<file path="src/rtl/phys_free_list.sv">
// phys_free_list: physical register tag allocator for the rename stage.
//
// Holds the 30 allocatable tags (2..31) in a circular FIFO. A speculative
// head serves up to two allocations per cycle, a commit head follows
// retirement, and a flush rolls the speculative head back to the commit head.
// Tags 0 and 1 are constant registers and are never handed out or accepted.
//
// Ports:
//   clk          rising-edge clock
//   rst          asynchronous active-low reset
//   alloc_req    per-lane allocation request (lane 0 is older)
//   alloc_ok     high when at least two tags are speculatively free
//   alloc_addrs  combinational tags offered to lanes 0/1 ([5i +: 5])
//   commit_cnt   number of allocations retiring this cycle (0..2)
//   free_valid   per-lane free strobe from retirement
//   free_addrs   tags being freed ([5i +: 5])
//   flush        misprediction recovery
//   free_count   current speculative free count
//   err          sticky protocol-violation flag
module phys_free_list #(
    parameter int INIT_MAPPED = 6
) (
    input  logic       clk,
    input  logic       rst,
    input  logic [1:0] alloc_req,
    output logic       alloc_ok,
    output logic [9:0] alloc_addrs,
    input  logic [1:0] commit_cnt,
    input  logic [1:0] free_valid,
    input  logic [9:0] free_addrs,
    input  logic       flush,
    output logic [4:0] free_count,
    output logic       err
);

    localparam int DEPTH     = 30;
    localparam int INIT_FREE = DEPTH - INIT_MAPPED;

    logic [4:0] fifo_r [0:DEPTH-1];
    logic [4:0] spec_head_r;
    logic [4:0] commit_head_r;
    logic [4:0] tail_r;
    logic [4:0] spec_count_r;
    logic [4:0] commit_count_r;
    logic       alloc_ok_r;
    logic       err_r;

    logic [4:0] lane1_idx_s;
    logic [1:0] nalloc_s;
    logic [4:0] outstanding_s;
    logic       commit_bad_s;
    logic [1:0] commit_eff_s;
    logic [4:0] room_s;
    logic       cand0_s;
    logic       cand1_s;
    logic       take0_s;
    logic       take1_s;
    logic       overflow_s;
    logic [1:0] nfree_s;
    logic [4:0] wr1_idx_s;
    logic [4:0] commit_head_nxt_s;
    logic [4:0] commit_count_nxt_s;
    logic [4:0] tail_nxt_s;
    logic [4:0] spec_head_nxt_s;
    logic [4:0] spec_count_nxt_s;

    // Pointer advance modulo the 30-entry ring (not modulo 32).
    function automatic logic [4:0] ptr_add(input logic [4:0] p, input logic [1:0] n);
        logic [5:0] s;
        s = {1'b0, p} + {4'b0000, n};
        if (s >= 6'd30) begin
            s = s - 6'd30;
        end else begin
            s = s;
        end
        return s[4:0];
    endfunction

    assign alloc_ok    = alloc_ok_r;
    assign free_count  = spec_count_r;
    assign err         = err_r;
    // A lone lane-1 request takes the head entry, hence the offset by alloc_req[0].
    assign lane1_idx_s = ptr_add(spec_head_r, {1'b0, alloc_req[0]});
    assign alloc_addrs = {fifo_r[lane1_idx_s], fifo_r[spec_head_r]};

    // Next-state computation for pointers, counts, frees and violation detection.
    always_comb begin
        nalloc_s = 2'd0;
        if (alloc_ok_r && !flush) begin
            nalloc_s = {1'b0, alloc_req[0]} + {1'b0, alloc_req[1]};
        end else begin
            nalloc_s = 2'd0;
        end

        // Only allocations older than this cycle can retire; clamp anything beyond.
        outstanding_s = commit_count_r - spec_count_r;
        commit_bad_s  = ({3'b000, commit_cnt} > outstanding_s);
        if (commit_bad_s) begin
            commit_eff_s = outstanding_s[1:0];
        end else begin
            commit_eff_s = commit_cnt;
        end

        // Free slots left in the ring once this cycle's commits are applied.
        room_s  = 5'd30 - commit_count_r + {3'b000, commit_eff_s};
        cand0_s = free_valid[0] && (free_addrs[4:0] >= 5'd2);
        cand1_s = free_valid[1] && (free_addrs[9:5] >= 5'd2);
        take0_s = cand0_s && (room_s >= 5'd1);
        take1_s = cand1_s && (room_s >= (take0_s ? 5'd2 : 5'd1));
        overflow_s = (cand0_s && !take0_s) || (cand1_s && !take1_s);
        nfree_s    = {1'b0, take0_s} + {1'b0, take1_s};
        wr1_idx_s  = take0_s ? ptr_add(tail_r, 2'd1) : tail_r;

        commit_head_nxt_s  = ptr_add(commit_head_r, commit_eff_s);
        commit_count_nxt_s = commit_count_r - {3'b000, commit_eff_s} + {3'b000, nfree_s};
        tail_nxt_s         = ptr_add(tail_r, nfree_s);

        if (flush) begin
            spec_head_nxt_s  = commit_head_nxt_s;
            spec_count_nxt_s = commit_count_nxt_s;
        end else begin
            spec_head_nxt_s  = ptr_add(spec_head_r, nalloc_s);
            spec_count_nxt_s = spec_count_r - {3'b000, nalloc_s} + {3'b000, nfree_s};
        end
    end

    // Tag storage: reset image of the initially free tags, then writes at tail.
    always_ff @(posedge clk or negedge rst) begin
        if (!rst) begin
            for (int i = 0; i < DEPTH; i++) begin
                fifo_r[i] <= (i < INIT_FREE) ? 5'(INIT_MAPPED + 2 + i) : 5'd0;
            end
        end else begin
            if (take0_s) begin
                fifo_r[tail_r] <= free_addrs[4:0];
            end
            if (take1_s) begin
                fifo_r[wr1_idx_s] <= free_addrs[9:5];
            end
        end
    end

    // Pointer, count, allocation-ready and sticky error registers.
    always_ff @(posedge clk or negedge rst) begin
        if (!rst) begin
            spec_head_r    <= 5'd0;
            commit_head_r  <= 5'd0;
            tail_r         <= 5'(INIT_FREE % DEPTH);
            spec_count_r   <= 5'(INIT_FREE);
            commit_count_r <= 5'(INIT_FREE);
            alloc_ok_r     <= (INIT_FREE >= 2);
            err_r          <= 1'b0;
        end else begin
            spec_head_r    <= spec_head_nxt_s;
            commit_head_r  <= commit_head_nxt_s;
            tail_r         <= tail_nxt_s;
            spec_count_r   <= spec_count_nxt_s;
            commit_count_r <= commit_count_nxt_s;
            alloc_ok_r     <= (spec_count_nxt_s >= 5'd2);
            err_r          <= err_r | commit_bad_s | overflow_s;
        end
    end

endmodule

</file>
<file path="config.mk">
export PLATFORM = sky130hd
export DESIGN_NAME = phys_free_list
export DESIGN_NICKNAME = d
export VERILOG_FILES = /design/src/rtl/phys_free_list.sv
export SDC_FILE = /design/constraint.sdc
export NUM_CORES = 1
export LEC_CHECK = 0
export BUFFER_PORTS_ARGS = -buffer_cell sky130_fd_sc_hd__buf_2
export CAP_MARGIN = 30
export CORE_MARGIN = 5
export CORE_UTILIZATION = 55
export CTS_CLUSTER_DIAMETER = 120
export DETAILED_ROUTE_END_ITERATION = 8
export PLACE_DENSITY = 0.73
export SLEW_MARGIN = 20
export SYNTH_ARGS = -nofsm -noshare
export SYNTH_HDL_FRONTEND = slang
export SYNTH_SLANG_ARGS = --single-unit
</file>
<file path="constraint.sdc">
create_clock -name clk -period 8.3 [get_ports clk]
set_clock_uncertainty 0.15 [all_clocks]
set_input_delay 0.83 -clock clk [delete_from_list [all_inputs] [get_ports clk]]
set_output_delay 0.83 -clock clk [all_outputs]
set_load 0.01 [all_outputs]
</file>
==> flow_metrics.tcl <==
set metrics [dict create \
    status "complete, no violations" \
    fp-row-count 57 \
    wl_per_cell_um 26.3 \
    worst_slack_ns 0.575 \
    critical_path_required_ns 8.51 \
    synth_warnings 0 \
    dp_hpwl_um 27500 \
    clock_path_buffers 2 \
    syn_inst 1206 \
    final-instance-count-excl-fill 1528 \
    clkPwrFrac 0.120 \
    power.internal_mw 3.80 \
    pwr-share-seq 0.261 \
    drc 0 \
    finalWeightedCongestion 0.967 \
    num_vias 10353 \
    max-vdd-ir-drop_v 0.000260 \
    slowest_delay_ns 0.51 \
    grt_pass1_wl_um 61900 \
    drt_iter0_markers 1284 \
    combPwrFrac 0.619 \
    fin_nets 1260 \
    crit_buf_inv 8 \
    yosys.area.top_type_share 0.238 \
    wirelength_um 40200 \
    synth.avg_cell_area_um2 11.3 \
    maxCapViolations 0 \
    min_period_over_period 0.931 \
    synth_edf_count 0 \
    drv_slew 0 \
    cp-end-kind "register" \
    dieWidth_um 168 \
    synth_most_common_cell "mux2_2" \
    ys_ff_latch 177 \
    hold_class "input pin to asynchronous set/reset pin" \
    ys_types 78 \
    cts_inserted_buffers 17 \
    clock.fmax_ghz 0.129 \
    clockRootBuffer "clkbuf_16" \
    grt_pass1_vias 10285 \
    cp-start-kind "register" \
    p_leak_nw 6.15 \
    rr_endpoint "alloc_ok" \
    drt.antenna.violating_nets 0 \
    timing.setup.tns_ns 0 \
    die_h_um 168 \
    ys_seq_area_frac 0.331 \
    critPathKind "register to register" \
    grt_max_degree 73 \
    rsz0062_at_grt "false" \
    postCtsSetupBuffers 0 \
    core_um2 24400 \
    ys.flop_type "dfrtp_1" \
    async_reset_ff_frac 1.00 \
    setup_viol 0 \
    grt_overflow 0 \
    rr_worst_depth 34 \
    multi_input_area_um2 8620 \
    clock_latency_ns 0.44 \
    fill_cells 1957 \
    die_area_um2 28100 \
    cts_tree "built" \
    syn_nets 1275 \
    grt_use_total 0.283 \
    relSlewSlack 0.325 \
    critical_path_peak_fanout 7 \
    via_per_inst 6.78 \
    synth_area_um2 13700 \
    reg2reg_slack_ns 0.58 \
    hold_violations 0 \
    place_ws_ns 0.473 \
    io_pins 36 \
    path_clk_slew_ns 0.08 \
    dp.cells 1496 \
    synth_commonest_cells "289 x mux2_2, 102 x dfrtp_1, 82 x mux2i_1, 75 x dfstp_2, 53 x clkbuf_1" \
    antennaDiodeCount 0 \
    initial_core_util 0.561 \
    crit_family "adder cells" \
    min_period_ns 7.72 \
    antenna_found_initial 1 \
    ff_latch_area_um2 4530 \
    cp.arrival_ns 7.94 \
    syn_to_final_growth_pct 7.04 \
    crit_path_top_delay_cell "fa_1" \
    synth_top_area_cell "mux2_2" \
    port_buffers 35 \
    cts_hold_buf 0 \
    drive_above_1_share 0.441 \
    tightestPinTransition_ns 1.01 \
    htreeDepth 4 \
    worstReg2RegStart "commit_count_r[0]" \
    dr.pass1.iters 6 \
    netSwitchingFraction 0.456 \
    cpMostUsedCell "inv_1" \
    power.switching_mw 3.19 \
    cts_resized 0 \
    cts.sinks 177 \
    p_per_area_nw_per_um2 477 \
    synth_area_leaders "mux2_2 24%, dfrtp_1 19%, dfstp_2 14%" \
]
==> worst reg2reg max path: cells and delay by family, from the launching register on <==
family / cells / cell delay [ns]
XOR/XNOR: 2 / 0.30
adder cells (fa/ha/maj): 10 / 2.97
AO/OA/AOI/OAI: 7 / 1.09
buffers and inverters: 8 / 0.73
multiplexers: 2 / 0.67
AND/OR/NAND/NOR: 5 / 1.36
flip-flops: 1 / 0.41
==> metal layers <==
layer,global-route usage,vias to the layer above,share of wire
met5,0,-,0.00032
met4,0.107,2,0.036
met3,0.0589,102,0.096
met1,0.385,5162,0.41
li1,-,4512,-
met2,0.447,575,0.46
==> placed cells by master (no fill, tap or decap), types with 36 or more instances in the layout <==
| master | instances |
|---|---|
| ha_1 | 41 |
| mux2_2 | 289 |
| inv_1 | 47 |
| nand3_1 | 37 |
| dfstp_2 | 75 |
| mux4_2 | 45 |
| a21oi_1 | 36 |
| nand2_1 | 44 |
| mux2i_1 | 82 |
| dfrtp_1 | 100 |
==> metrics by stage <==
stage	hold WS (ns)	util	instance area [µm²]	total power, mW
final	0.255	0.600	14600	6.99
after global routing	0.313	0.600	14600	7.39
after CTS	0.294	0.600	14600	6.89
after detailed placement	0.360	0.575	14000	6.04
after global placement	0.357	0.575	14000	5.91
after floorplan	0.322	-	13700	4.86
==> final cells by class <==
cell class | count | area share
Multi-Input combinational cell | 896 | 0.589
Sequential cell | 177 | 0.309
Clock buffer | 17 | 0.0291
Tap cell | 324 | 0.0277
Timing Repair Buffer | 51 | 0.0206
Clock inverter | 15 | 0.0127
Inverter | 48 | 0.0123
==> worst max path at each step <==
stage,start,endpoint,slack [ns],cells after the start
2_1_floorplan,commit_count_r[0],alloc_ok,0.79,36
3_3_place_gp,commit_count_r[0],alloc_ok,0.80,34
3_5_place_dp,commit_count_r[0],alloc_ok,0.47,34
4_1_cts,commit_count_r[0],alloc_ok,0.44,34
5_1_grt,commit_count_r[0],alloc_ok,0.02,34
6_report,commit_count_r[0],alloc_ok,0.58,34
==> power groups by stage <==
stage	clock network, mW	registers (mW)	logic, mW
finish	0.836	1.83	4.33
global route	0.874	1.87	4.65
CTS	0.841	1.81	4.24
detailed placement	0	1.83	4.22
global placement	0	1.80	4.11
floorplan	0	1.63	3.23
==> logic make-up (layout without fill, tap and decap cells) <==
| family | count (synthesis) | after routing | share of synthesized area |
|---|---|---|---|
| simple gates | 208 | 208 | 0.0848 |
| buf+inv | 133 | 131 | 0.0398 |
| xor+xnor | 25 | 25 | 0.0160 |
| mux | 422 | 422 | 0.377 |
| flops | 177 | 177 | 0.331 |
| compound gates | 190 | 190 | 0.100 |
| fa+ha+maj | 51 | 51 | 0.0514 |
==> flip-flops by register name, indices dropped and copies added (netlist names) <==
name,count
err,1
alloc_ok,1
free_count,5
spec_head_r,5
tail_r,5
fifo_r,150
commit_head_r,5
commit_count_r,5
Power figures use the tool's default switching activity.
